### src/rtl/pipe_scroller.sv
// Scrolling pipe-column generator: a free-running refresh divider, an LFSR gap source and an IDLE/RUN/HALT control FSM.
// Optional pass counter enabled by defining PIPE_PASS_CNT_EN.
module pipe_scroller #(
  parameter int unsigned NUM_PIPES = 2,
  parameter int unsigned PIPE_W    = 41,
  parameter int unsigned MIN_X     = 57,
  parameter int unsigned MAX_X     = 320,
  parameter int unsigned MIN_Y     = 45,
  parameter int unsigned INIT_X    = 150,
  parameter int unsigned SPACING   = 132,
  parameter int unsigned SPEED     = 2,
  parameter int unsigned TICK_DIV  = 19,
  parameter int unsigned GAP_BASE  = 100,
  parameter int unsigned GAP_SPAN  = 200,
  parameter int unsigned INIT_GAP  = 205
`ifdef PIPE_PASS_CNT_EN
  ,
  parameter int unsigned BIRD_X    = 100
`endif
) (
  input  logic                      clk,
  input  logic                      reset,
  input  logic                      start,
  input  logic                      collide,
  output logic [10*NUM_PIPES-1:0]   pipe_l,
  output logic [10*NUM_PIPES-1:0]   pipe_r,
  output logic [10*NUM_PIPES-1:0]   pipe_gap_t,
  output logic                      running,
  output logic                      refr_tick
`ifdef PIPE_PASS_CNT_EN
  ,
  output logic [7:0]                pass_cnt
`endif
);

  localparam logic [1:0] S_IDLE = 2'd0;
  localparam logic [1:0] S_RUN  = 2'd1;
  localparam logic [1:0] S_HALT = 2'd2;

  logic [1:0]          state;
  logic [TICK_DIV-1:0] div;
  logic [15:0]         lfsr;
  logic [9:0]          pl [NUM_PIPES];
  logic [9:0]          pr [NUM_PIPES];
  logic [9:0]          pg [NUM_PIPES];

  logic [8:0]          r9;
  logic [8:0]          r_wrap;
  logic [9:0]          new_gap;
  logic [10:0]         adv_r   [NUM_PIPES];
  logic                respawn [NUM_PIPES];
  logic [9:0]          nxt_l   [NUM_PIPES];
  logic                do_move;
  logic                restart;

  function automatic logic [9:0] init_l(input int unsigned i);
    return 10'(INIT_X + i * SPACING);
  endfunction

  assign refr_tick = &div;
  assign running   = (state == S_RUN);
  assign do_move   = (state == S_RUN) && refr_tick && !collide;
  assign restart   = (state == S_HALT) && start;

  // adv_r is the right edge after a normal move; at or left of MIN_X the pipe respawns
  always_comb begin
    r9      = {1'b0, lfsr[7:0]};
    r_wrap  = (r9 >= 9'(GAP_SPAN)) ? r9 - 9'(GAP_SPAN) : r9;
    new_gap = 10'(GAP_BASE) + {1'b0, r_wrap};
    for (int unsigned i = 0; i < NUM_PIPES; i++) begin
      adv_r[i]   = {1'b0, pl[i]} + 11'(PIPE_W) - 11'(SPEED);
      respawn[i] = (adv_r[i] <= 11'(MIN_X));
      nxt_l[i]   = respawn[i] ? 10'(MAX_X) : pl[i] - 10'(SPEED);
    end
  end

`ifdef PIPE_PASS_CNT_EN
  logic [8:0] pass_sum;
  logic [7:0] pass_next;

  always_comb begin
    pass_sum = {1'b0, pass_cnt};
    for (int unsigned i = 0; i < NUM_PIPES; i++) begin
      if (!respawn[i] && ({1'b0, pl[i]} + 11'(PIPE_W) > 11'(BIRD_X)) && (adv_r[i] <= 11'(BIRD_X)))
        pass_sum = pass_sum + 9'd1;
    end
    pass_next = pass_sum[8] ? 8'hFF : pass_sum[7:0];
  end
`endif

  always_ff @(posedge clk or posedge reset) begin
    if (reset) begin
      state <= S_IDLE;
      div   <= '0;
      lfsr  <= 16'hACE1;
      for (int unsigned i = 0; i < NUM_PIPES; i++) begin
        pl[i] <= init_l(i);
        pr[i] <= init_l(i) + 10'(PIPE_W);
        pg[i] <= 10'(INIT_GAP);
      end
`ifdef PIPE_PASS_CNT_EN
      pass_cnt <= '0;
`endif
    end else begin
      div  <= div + TICK_DIV'(1);
      lfsr <= {lfsr[14:0], lfsr[15] ^ lfsr[13] ^ lfsr[12] ^ lfsr[10]};
      case (state)
        S_IDLE:  if (start)   state <= S_RUN;
        S_RUN:   if (collide) state <= S_HALT;
        S_HALT:  if (start)   state <= S_RUN;
        default: state <= S_IDLE;
      endcase
      for (int unsigned i = 0; i < NUM_PIPES; i++) begin
        if (restart) begin
          pl[i] <= init_l(i);
          pr[i] <= init_l(i) + 10'(PIPE_W);
          pg[i] <= 10'(INIT_GAP);
        end else if (do_move) begin
          pl[i] <= nxt_l[i];
          pr[i] <= nxt_l[i] + 10'(PIPE_W);
          if (respawn[i]) pg[i] <= new_gap;
        end
      end
`ifdef PIPE_PASS_CNT_EN
      if (restart)      pass_cnt <= '0;
      else if (do_move) pass_cnt <= pass_next;
`endif
    end
  end

  for (genvar g = 0; g < NUM_PIPES; g++) begin : g_out
    assign pipe_l[10*g +: 10]     = pl[g];
    assign pipe_r[10*g +: 10]     = pr[g];
    assign pipe_gap_t[10*g +: 10] = pg[g];
  end

endmodule
### config.mk
export PLATFORM = sky130hd
export DESIGN_NAME = pipe_scroller
export DESIGN_NICKNAME = d
export VERILOG_FILES = /design/src/rtl/pipe_scroller.sv
export SDC_FILE = /design/constraint.sdc
export NUM_CORES = 1
export LEC_CHECK = 0
export BUFFER_PORTS_ARGS = -buffer_cell sky130_fd_sc_hd__buf_2
export CAP_MARGIN = 10
export CORE_ASPECT_RATIO = 0.75
export CORE_UTILIZATION = 62
export CTS_CLUSTER_SIZE = 10
export DETAILED_ROUTE_END_ITERATION = 6
export MAX_ROUTING_LAYER = met4
export PLACE_DENSITY = 0.92
export SKIP_CTS_REPAIR_TIMING = 1
export SKIP_LAST_GASP = 1
export SLEW_MARGIN = 20
export SYNTH_ARGS = -nofsm -noshare
export SYNTH_HDL_FRONTEND = slang
export SYNTH_SLANG_ARGS = --single-unit
### constraint.sdc
create_clock -name clk -period 7.2 [get_ports clk]
set_clock_uncertainty 0.1 [all_clocks]
set_input_delay 0.72 -clock clk [delete_from_list [all_inputs] [get_ports clk]]
set_output_delay 0.72 -clock clk [all_outputs]
set_load 0.02 [all_outputs]
Word level (Yosys, flattened, before mapping)
Index checks and enable logic that the tools add are counted.
{"block": "word_totals", "word_cells": 63, "input_bits": 4, "ff_bits": 97, "out_inout_bits": 62}
{"block": "op_classes", "reduce_logical": 13, "addsub": 11, "eq_ne": 4, "bitwise": 3, "muxes": 20, "magnitude_cmp": 3}
{"op": "2-to-1 mux 10 bit", "count": 16}
{"op": "adder 10 x 6 -> 11 bit, second input constant", "count": 2}
{"op": "<= comparator 11 x 6 -> 1 bit, second input constant", "count": 2}
{"op": "subtractor 11 x 2 -> 11 bit, second input constant", "count": 2}
{"op": "adder 10 x 6 -> 10 bit, second input constant", "count": 2}
{"op": "subtractor 10 x 2 -> 10 bit, second input constant", "count": 2}
{"op": "adder 19 x 1 -> 19 bit, second input constant", "count": 1}
{"op": "AND reduction 19 bit", "count": 1}
{"op": "adder 7 x 9 -> 10 bit, first input constant", "count": 1}
{"op": "2-to-1 mux 9 bit", "count": 1}
{"op": "subtractor 8 x 8 -> 9 bit, second input constant", "count": 1}
{"op": ">= comparator 8 bit, second input constant", "count": 1}
{"op": "AND reduction 2 bit", "count": 3}
{"op": "nonzero test 2 bit", "count": 3}
{"op": "2-to-1 mux 2 bit", "count": 2}
{"op": "one-hot mux 2 bit (2 select lines)", "count": 1}
{"op": "logical AND 1 bit", "count": 3}
{"op": "bitwise XOR 1 bit", "count": 3}
{"op": "== test 2 x 1 -> 1 bit, second input constant", "count": 1}
{"op": "== test 2 bit, second input constant", "count": 1}
{"op": "logical NOT 2 bit", "count": 1}
{"op": "!= test 2 x 1 -> 1 bit, second input constant", "count": 1}
{"op": "!= test 2 bit, second input constant", "count": 1}
{"op": "OR reduction 2 bit", "count": 1}
{"op": "logical NOT 1 bit", "count": 1}

Depth between registers and ports, before layout
Gate-level depths: netlist (run 1).
{"block": "depth", "word_depth": 7, "mapped_depth": 14, "mapped_depth_nobuf": 13}

Worst setup path after synthesis (run 1)
Ideal clock, no wire load.
{"block": "synth_path", "kind": "register to register", "startpoint": "reg pl (netlist bit pipe_l[0])", "endpoint": "reg pr (netlist bit pipe_r[8])", "stages_incl_launch_ff": 15, "t_arrival_ns": 3.134, "required_time_ns": 6.968, "setup_time_ns": 0.132, "period_less_slack_ns": 3.367, "setup_slack_ns": 3.833, "n_path_buf": 1, "cell_sequence": "dfrtp_1 -> inv_1 -> ha_1 -> nor2b_2 -> nor2_1 -> or4_4 -> a311oi_4 -> buf_4 -> nor2_1 -> ha_1 -> a21oi_1 -> o21ai_0 -> a41oi_1 -> xor2_1 -> a21oi_1"}
{"block": "synth_via", "elab_chain_len": 7, "word_cells_on_any_way": 8, "cone_classes": "4 x add/sub; 1 x order compare; 3 x mux"}
{"item": "start: declaration", "line": "43", "source": "logic [9:0] pl [NUM_PIPES];"}
{"item": "start signal: indexed assignment", "line": "97", "source": "pl[i] <= init_l(i);"}
{"item": "start signal: indexed assignment", "line": "115", "source": "pl[i] <= init_l(i);"}
{"item": "start signal: indexed assignment", "line": "119", "source": "pl[i] <= nxt_l[i];"}
{"item": "adder 10 x 6 -> 11 bit", "line": "71", "source": "adv_r[i] = {1'b0, pl[i]} + 11'(PIPE_W) - 11'(SPEED);"}
{"item": "subtractor 11 x 2 -> 11 bit", "line": "71"}
{"item": "<= comparator 11 x 6 -> 1 bit", "line": "72", "source": "respawn[i] = (adv_r[i] <= 11'(MIN_X));"}
{"item": "2-to-1 mux 10 bit *", "line": "73", "source": "nxt_l[i] = respawn[i] ? 10'(MAX_X) : pl[i] - 10'(SPEED);"}
{"item": "adder 10 x 6 -> 10 bit *", "line": "120", "source": "pr[i] <= nxt_l[i] + 10'(PIPE_W);"}
{"item": "2-to-1 mux 10 bit *", "line": "118", "source": "end else if (do_move) begin"}
{"item": "2-to-1 mux 10 bit *", "line": "114", "source": "if (restart) begin"}
{"item": "end signal: indexed assignment", "line": "98", "source": "pr[i] <= init_l(i) + 10'(PIPE_W);"}
{"item": "end signal: indexed assignment", "line": "116", "source": "pr[i] <= init_l(i) + 10'(PIPE_W);"}
{"item": "end signal: indexed assignment", "line": "120"}
{"item": "end: declaration", "line": "44", "source": "logic [9:0] pr [NUM_PIPES];"}
Every way passes the cells marked *; elsewhere a longest branch is shown, timed or not. The select of a mux whose other input is x is not followed.
A chain may end at the register's enable or synchronous reset.

Worst setup path in the final report (run 1)
Ends and elaborated chain as after synthesis.

==> results of run 1 <==
==> critical path, cell delays in order, from the launching register on <==
cell      delay [ns]
dfrtp_1         0.43
inv_1           0.15
ha_1            0.21
nor2b_2         0.19
nor2_1          0.07
or4_4           0.43
a311oi_4        0.68
nor2_1          0.14
ha_1            0.27
a21oi_1         0.27
o21ai_0         0.21
a41oi_1         0.29
xor2_1          0.20
a21oi_1         0.09
==> layout make-up <==
| class | instances | area (um2) | share of cell area, % |
|---|---|---|---|
| flip-flops and latches | 97 | 2470 | 44.3 |
| multi-input cells | 385 | 2380 | 42.6 |
| repair buffers | 67 | 340 | 6.09 |
| well taps | 105 | 131 | 2.35 |
| clock buffers | 9 | 124 | 2.22 |
| clock inverters | 7 | 75.1 | 1.34 |
| inverters | 16 | 61.3 | 1.10 |
==> worst paths after layout <==
| kind | startpoint | to | slack, ns | cells after the start |
|---|---|---|---|---|
| hold / removal | lfsr[8]$_DFF_PP0_ | lfsr[9]$_DFF_PP0_ | 0.26 | 0 |
| max in group asynchronous | reset | lfsr[1]$_DFF_PP0_ | 5.54 | 3 |
| setup / recovery | pipe_l[0]$_DFFE_PP0P_ | pipe_r[8]$_DFFE_PP0P_ | 3.33 | 13 |
| min in group asynchronous | reset | div[13]$_DFF_PP0_ | 0.33 | 2 |
| hold reg to reg | lfsr[8]$_DFF_PP0_ | lfsr[9]$_DFF_PP0_ | 0.26 | 0 |
| setup reg to reg | pipe_l[0]$_DFFE_PP0P_ | pipe_r[8]$_DFFE_PP0P_ | 3.33 | 13 |
==> cells in the final DEF (no fill, tap or decap), types with 4 or more instances in the layout <==
cell,instances
and4_1,4
clkbuf_8,9
buf_2,65
xnor2_1,35
or2_2,4
o21ai_0,17
nand2_1,55
nor3_1,26
nor2b_1,6
o21ai_1,7
xor2_1,19
and2_1,4
nand2b_1,5
a21oi_1,32
nor2_1,48
o211ai_1,4
nand3_1,29
o31ai_1,4
dfstp_2,37
dfrtp_1,60
a31oi_1,4
and3_1,8
ha_1,11
inv_1,15
==> layer usage <==
metal	up-vias	routed length, um
li1	1919	-
met1	2072	5000
met2	187	5590
met3	26	836
met4	0	205
met5	-	0
==> logic make-up after synthesis <==
| logic type | count (synthesis) | synth area share (%) |
|---|---|---|
| muxes | 2 | 0.396 |
| xor gates and xnor gates | 54 | 9.37 |
| and+or+nand+nor | 220 | 22.1 |
| adders and majority gates | 11 | 2.73 |
| buffers and inverters | 42 | 3.87 |
| DFF | 97 | 49.0 |
| AOI/OAI and AO/OA | 98 | 12.5 |
==> stage by stage <==
step	hold WS, ns	instance area [um2]	power (uW)	utilization, %	instances
2_1_floorplan	0.231	5050	773	-	524
3_5_place_dp	0.239	5390	829	68.4	670
3_3_place_gp	0.237	5390	820	68.4	670
6_report	0.265	5590	1180	70.9	686
5_1_grt	0.270	5590	1220	70.9	686
4_1_cts	0.268	5590	1180	70.9	686
==> power groups by stage <==
stage / Clock [uW] / Combinational [uW] / Sequential [uW]
after floorplan: 0 / 110 / 663
after global placement: 0 / 184 / 636
after detailed placement: 0 / 190 / 639
after CTS: 354 / 192 / 630
after global routing: 375 / 211 / 637
final: 353 / 191 / 631
==> state kept, by name, indices dropped and copies added, names as in the netlist <==
signal	flops
state	2
div	19
pipe_r	20
lfsr	16
pipe_gap_t	20
pipe_l	20
==> flow_summary.toml, run 1 <==
[cts]
ctsRootBufferMaster = "clkbuf_8"
clkSinkCount = 97
htreeDepth = 3
insertion_delay_ns = 0.38
cts_max_path_buffers = 2
numCtsBuffers = 9
clk_pin_slew_worst_paths_ns = 0.11
cts_tree = "done"

[worst_setup_path]
critPathKind = "reg2reg"
crit_arrival_ns = 4.02
cp-end-kind = "flop"
path_max_fanout = 15
worstSetupStartpointType = "flop"
required_ns = 7.35

[placement]
gp_congestion = 0.962
dpl.hpwl_um = 8060
io_buffers = 65
dp_worst_setup_slack_ns = 3.42

[power]
internal_power_uw = 801
combPwrFrac_pct = 16.2
ir_worst_vdd_uv = 114
power_frac_seq_pct = 53.7
power_switching_uw = 374
powerDensity_nw_per_um2 = 210
p_sw_share_pct = 31.9
power_frac_clock_pct = 30.0
cellLeakagePower_uw = 0.00249

[floorplan]
start_util_pct = 64.1
dieWidth_um = 106
io_pins = 66
core_area_um2 = 7880
die_h_um = 80.2
die_area_um2 = 8510
rows = 28

[synth]
synth_ff_type = "dfrtp_1"
yosysMostFrequentCell = "dfrtp_1"
yosys.area.top_type = "dfrtp_1"
synth_nets = 539
syn-mean-instance-area_um2 = 9.64
netlist_instances = 524
synth_top_cell_area_share_pct = 29.7
synth_common_cells = "60 x dfrtp_1, 55 x nand2_1, 49 x nor2_1"
netlist-cell-type-count = 63
netlist_area_um2 = 5050
yosysWarnings = 0
yosysSeqAreaShare_pct = 49.0
ys_ff_latch = 97
async_flop_share_pct = 100
synth-edff-count = 0
synth_area_leaders = "dfrtp_1 30%, dfstp_2 19%, xnor2_1 6.1%"

[outcome]
outcome = "finished clean"

[route]
wl_per_cell_um = 16.9
drtPass1Iterations = 5
remaining_drc_errors = 0
vias = 4204
routed_wl_um = 11600
via_per_inst = 6.13
final_antenna_net_count = 0
initialDrtViolationCount = 254

[global_route]
grt_max_degree = 56
use_met1_pct = 38.1
antenna_found_initial = 0
grt_usage_pct = 29.9
grt_pass1_vias = 4068
top_usage_layer = "met2"
global_route.usage.met2_pct = 47.9
gr-total-overflow = 0
globalRouteMet3Util_pct = 6.57
grt_pass1_wl_um = 19300

[timing]
drv_slew = 0
hold_viol_final = 0
rsz0062_at_grt = "false"
fin_crit_sh_pct = 53.7
fmax_ghz = 0.259
slew_headroom_pct = 28.2
worstMarginPinSlew_ns = 1.07
setup_slack_ns = 3.33
finalSetupTns_ns = 0
setup_violations = 0
period_needed_ns = 3.87

[layout]
area_delta_synth_final_pct = 10.7
drive_gt1_share_pct = 24.8
nets = 591
nFillCells = 569
n_antenna_cell = 0

[job]
max_cap_viol_count = 0

[hold_path]
min-delay-path-class = "reg2reg"
Power figures use the tool's default switching activity.
==> inputs of run 2 (changes only) <==
--- a/config.mk
+++ b/config.mk
@@ -8,11 +8,11 @@
 export BUFFER_PORTS_ARGS = -buffer_cell sky130_fd_sc_hd__buf_2
 export CAP_MARGIN = 10
 export CORE_ASPECT_RATIO = 0.75
-export CORE_UTILIZATION = 62
+export CORE_UTILIZATION = 52
 export CTS_CLUSTER_SIZE = 10
 export DETAILED_ROUTE_END_ITERATION = 6
 export MAX_ROUTING_LAYER = met4
-export PLACE_DENSITY = 0.92
+export PLACE_DENSITY = 0.83
 export SKIP_CTS_REPAIR_TIMING = 1
 export SKIP_LAST_GASP = 1
 export SLEW_MARGIN = 20
==> constraint.sdc (replaced) <==
create_clock -name clk -period 3.25 [get_ports clk]
set_clock_uncertainty 0.1 [all_clocks]
set_input_delay 0.325 -clock clk [delete_from_list [all_inputs] [get_ports clk]]
set_output_delay 0.325 -clock clk [all_outputs]
set_load 0.02 [all_outputs]
==> run 2 against run 1 <==
Effect of this change:
- the run now ends with hold timing left
- flip-flop and latch count unchanged
- clock-buffer cell count rose by 5
- wire length up 3.6%
- cell count up 5.2%
- total power grew 150%
- first-iteration DRC count grew 25%
- global-route usage shrank 3.8 points
- critical path type unchanged
==> flow_summary.toml, run 2 (synthesized netlist as in run 1, its figures left out) <==
[layout]
layout_common_cells = "65 x buf_2, 60 x dfrtp_1, 55 x nand2_1"
register_area_um2 = 2470
nets = 604
area_delta_synth_final_pct = 16.0
n_antenna_cell = 0
drive_gt1_share_pct = 27.4
multi_input_area_um2 = 2420
mostFrequentLayoutCell = "buf_2"
fin_area_um2 = 5860
fin_util_pct = 63.4
instances_no_fill = 722
nFillCells = 768

[cts]
clkSinkCount = 97
numCtsBuffers = 9
htreeDepth = 3
insertion_delay_ns = 0.34
clk_pin_slew_worst_paths_ns = 0.07
cts_tree = "done"
cts_max_path_buffers = 2
ctsRootBufferMaster = "clkbuf_16"

[global_route]
gr-total-overflow = 0
grt_max_degree = 45
grt_usage_pct = 26.1
grt_pass1_vias = 4078
antenna_found_initial = 0
grt_pass1_wl_um = 19600

[outcome]
violations = "hold timing"
outcome = "complete, but fails checks"

[placement]
gp_congestion = 0.969
place_inst = 703
dpl_cell_area_um2 = 5500
dpl.hpwl_um = 8260
io_buffers = 65

[worst_setup_path]
path_cells = "inv_2, ha_2, nor2b_4, nor2_1, or4_4, a311oi_4, nor2_1, ha_1, a21oi_2, o21ai_2, a41oi_1, xor2_1, a21oi_1"
slowest_stage = "or4_4"
critPathKind = "reg2reg"
critPathTopFamily = "compound AO/OA/AOI/OAI gates"
regToRegSetupSlack_ns = 0.15
cpPeakStageDelay_ns = 0.43
worstSetupStartpointType = "flop"
crit_buf_inv = 1
path_max_fanout = 6
required_ns = 3.36
cp-end-kind = "flop"
cp_common_cell = "nor2_1"
crit_arrival_ns = 3.21

[power]
ir_worst_vdd_uv = 245
cellLeakagePower_uw = 0.00260
powerDensity_nw_per_um2 = 498
total_power_uw = 2920

[timing]
drv_slew = 0
hold_viol_final = 21
finalSetupTns_ns = 0
fmax_ghz = 0.323
period_needed_ns = 3.10
setup_violations = 0
worstMarginPinSlew_ns = 0.777
slew_headroom_pct = 48.2
fin_crit_sh_pct = 95.4
fin_hold_ws_ns = -0.00953

[route]
vias = 4121
final_antenna_net_count = 0
wl_per_cell_um = 16.7
routed_wl_um = 12000
drtPass1Iterations = 4
initialDrtViolationCount = 318
via_per_inst = 5.71
remaining_drc_errors = 0

[floorplan]
die_area_um2 = 10100
dieWidth_um = 116
rows = 30
core_area_um2 = 9230
die_h_um = 87.3
start_util_pct = 54.7
io_pins = 66

[hold_path]
min-delay-path-class = "in2async"

[job]
max_cap_viol_count = 0
==> run 2: cell types whose count changed in the layout (fill, tap and decap cells not counted), moves of 3 or more <==
cell,delta
inv_6,-3
buf_4,+13
clkbuf_1,+3
clkbuf_16,+9
clkbuf_8,-7
==> run 2: layer usage <==
layer | global-route usage (%) | share of wire [%]
met1 | 34.4 | 45
met2 | 40.1 | 47
met3 | 5.50 | 6.0
met4 | 9.21 | 1.9
met5 | - | 0
==> run 2: power breakdown <==
part / internal [uW] / switching, uW / leakage (uW) / total (uW)
registers: 1320 / 76.4 / 0.00121 / 1400
clock network: 640 / 437 / 0.000143 / 1080
logic: 162 / 282 / 0.00125 / 444
total: 2120 / 795 / 0.00260 / 2920
==> run 2: worst paths after layout <==
| path | startpoint | to | depth (start not counted) |
|---|---|---|---|
| hold / removal | reset | div[12]$_DFF_PP0_ | 2 |
| hold reg to reg | lfsr[8]$_DFF_PP0_ | lfsr[9]$_DFF_PP0_ | 0 |
| max in group asynchronous | reset | pipe_r[18]$_DFFE_PP1P_ | 3 |
| min in group clk | collide | state[1]$_DFFE_PP0P_ | 3 |
| setup / recovery | pipe_l[1]$_DFFE_PP1P_ | pipe_r[8]$_DFFE_PP0P_ | 13 |
| setup reg to reg | pipe_l[1]$_DFFE_PP1P_ | pipe_r[8]$_DFFE_PP0P_ | 13 |
==> run 2: metrics by stage <==
| stage | hold WS, ns | setup slack [ns] |
|---|---|---|
| floorplan | 0.231 | 0.0163 |
| global placement | 0.236 | 0.162 |
| detailed placement | 0.240 | -0.000736 |
| CTS | 0.00779 | -0.0516 |
| global route | 0.0559 | -0.0222 |
| finish | -0.00953 | 0.151 |
==> run 2: final cells by class <==
class | instances | area share, %
Inverter | 16 | 1.05
Sequential cell | 97 | 42.2
Multi-Input combinational cell | 385 | 41.4
Timing Repair Buffer | 80 | 7.48
Tap cell | 128 | 2.73
Clock buffer | 14 | 4.51
Clock inverter | 2 | 0.641
==> inputs of run 3 (changes only) <==
--- a/config.mk
+++ b/config.mk
@@ -8,6 +8,7 @@
 export BUFFER_PORTS_ARGS = -buffer_cell sky130_fd_sc_hd__buf_2
 export CAP_MARGIN = 10
 export CORE_ASPECT_RATIO = 0.75
+export CORE_MARGIN = 8
 export CORE_UTILIZATION = 52
 export CTS_CLUSTER_SIZE = 10
 export DETAILED_ROUTE_END_ITERATION = 6
==> run 3 against run 2 <==
Effect of this change:
- the run still ends with hold timing left
- critical path type unchanged
- register-to-register slack is essentially flat
- non-clock buffer count grew 2
- largest cell class unchanged
- wire length shrank 1.1%
- cell area grew 0.85%
- largest power group unchanged
- combinational power shrank 2%
- worst setup slack lost 0.0070 ns
- clock power is essentially flat
- global-route usage shrank 6.9 points
- maximum frequency shrank 0.22%
- sequential power is essentially flat
- utilization shrank 1.5 points
- critical endpoint unchanged
==> flow_summary.toml, run 3 (synthesized netlist as in run 1, its figures left out) <==
[layout]
drive_gt1_share_pct = 28.5
n_antenna_cell = 0
fin_area_um2 = 5910
mostFrequentLayoutCell = "buf_2"
layout_common_cells = "65 x buf_2, 60 x dfrtp_1, 55 x nand2_1"
nFillCells = 779
nets = 606
area_delta_synth_final_pct = 17.0
register_area_um2 = 2470
multi_input_area_um2 = 2440

[floorplan]
start_util_pct = 52.9
rows = 31
dieWidth_um = 130
io_pins = 66
die_area_um2 = 13200
die_h_um = 101
core_area_um2 = 9540

[power]
power_switching_uw = 816
ir_worst_vdd_uv = 297
total_power_uw = 2900
combPwrFrac_pct = 15.0
power_frac_clock_pct = 36.8
p_sw_share_pct = 28.1
power_frac_seq_pct = 48.2
internal_power_uw = 2090
powerDensity_nw_per_um2 = 491
cellLeakagePower_uw = 0.00262

[worst_setup_path]
worstSetupStartpointType = "flop"
crit_arrival_ns = 3.22
cpPeakStageDelay_ns = 0.43
critPathKind = "reg2reg"
cp-end-kind = "flop"
cp_common_cell = "ha_2"
slowest_stage = "or4_4"
required_ns = 3.36
path_max_fanout = 6
path_cells = "inv_1, ha_2, nor2b_4, nor2_2, or4_4, a311oi_4, nor2_1, ha_2, a21oi_2, o21ai_2, a41oi_2, xor2_1, a21oi_1"

[outcome]
outcome = "complete, but fails checks"
violations = "hold timing"

[global_route]
gr-total-overflow = 0
grt_pass1_vias = 3941
grt_usage_pct = 19.2
grt_max_degree = 61
grt_pass1_wl_um = 19500
antenna_found_initial = 0

[timing]
fin_hold_ws_ns = -0.0422
fin_crit_sh_pct = 95.6
slew_headroom_pct = 55.4
fmax_ghz = 0.322
period_needed_ns = 3.11
rsz0062_at_grt = "true"
drv_slew = 0
setup_violations = 0
worstMarginPinSlew_ns = 0.669
hold_viol_final = 24

[route]
wl_met1_um = 5340
top_layer = "met4"
drtPass1Iterations = 5
initialDrtViolationCount = 299
wl_per_cell_um = 16.4
met3_length_um = 835
vias = 4101
wl_met2_um = 5640
via_per_inst = 5.63
routed_wl_um = 11900
remaining_drc_errors = 0
final_antenna_net_count = 0

[cts]
numCtsBuffers = 9
clk_pin_slew_worst_paths_ns = 0.07
clkSinkCount = 97
htreeDepth = 3
cts_tree = "done"
ctsRootBufferMaster = "clkbuf_16"
cts_max_path_buffers = 2
insertion_delay_ns = 0.34

[placement]
io_buffers = 65
gp_congestion = 0.966
dpl_cell_area_um2 = 5510
dpl.hpwl_um = 8420

[hold_path]
min-delay-path-class = "in2async"

[job]
max_cap_viol_count = 0
[run 3: path summary, 6_finish.rpt]
| kind | end | startpoint | cells past startpoint | slack, ns |
|---|---|---|---|---|
| max in group asynchronous | pipe_l[4]$_DFFE_PP1P_ | reset | 3 | 2.33 |
| worst max-delay path | pipe_r[8]$_DFFE_PP0P_ | pipe_l[1]$_DFFE_PP1P_ | 13 | 0.14 |
| worst min-delay path | div[12]$_DFF_PP0_ | reset | 2 | -0.04 |
| worst min register to register | lfsr[10]$_DFF_PP1_ | lfsr[9]$_DFF_PP0_ | 0 | 0.25 |
| worst max register to register | pipe_r[8]$_DFFE_PP0P_ | pipe_l[1]$_DFFE_PP1P_ | 13 | 0.14 |
| min in group clk | state[1]$_DFFE_PP0P_ | collide | 3 | 0.10 |
[run 3: through the flow]
| stage | cells | utilization [%] | hold slack [ns] | setup TNS [ns] | worst slack (ns) |
|---|---|---|---|---|---|
| 2_1_floorplan | 524 | - | 0.231 | 0 | 0.0163 |
| 3_3_place_gp | 706 | 57.7 | 0.237 | 0 | 0.175 |
| 3_5_place_dp | 706 | 57.7 | 0.240 | -0.0655 | -0.0655 |
| 4_1_cts | 722 | 60.9 | -0.0227 | -0.104 | -0.104 |
| 5_1_grt | 728 | 61.9 | 0.00764 | -0.0513 | -0.0513 |
| 6_report | 728 | 61.9 | -0.0422 | 0 | 0.144 |
[run 3: worst max-delay path: cells and delay by family, from the launching register on]
kind	cells	cell delay, ns
buf+inv	1	0.11
compound gates	5	0.97
fa+ha+maj	2	0.43
simple gates	4	0.77
flops	1	0.40
xor+xnor	1	0.18
[run 3: per-layer routing]
metal	vias to the layer above	global-route usage (%)
met2	134	29.5
met3	13	5.16
met5	-	-
met1	2004	24.9
li1	1950	-
met4	0	4.63
[run 3: power groups by stage]
stage                     Clock (uW)  Sequential [uW]  Combinational [uW]
after CTS                       1100             1400                 433
after detailed placement           0             1420                 430
after floorplan                    0             1470                 245
after global placement             0             1420                 421
final                           1070             1400                 434
after global routing            1140             1410                 476
[run 3: area by class of cell]
class,instances,share of cell area (%)
sequential,97,41.9
multi-input combinational,385,41.3
timing repair buffer,82,7.88
clock buffer,9,3.81
tap,132,2.80
clock inverter,7,1.31
inverter,16,1.04
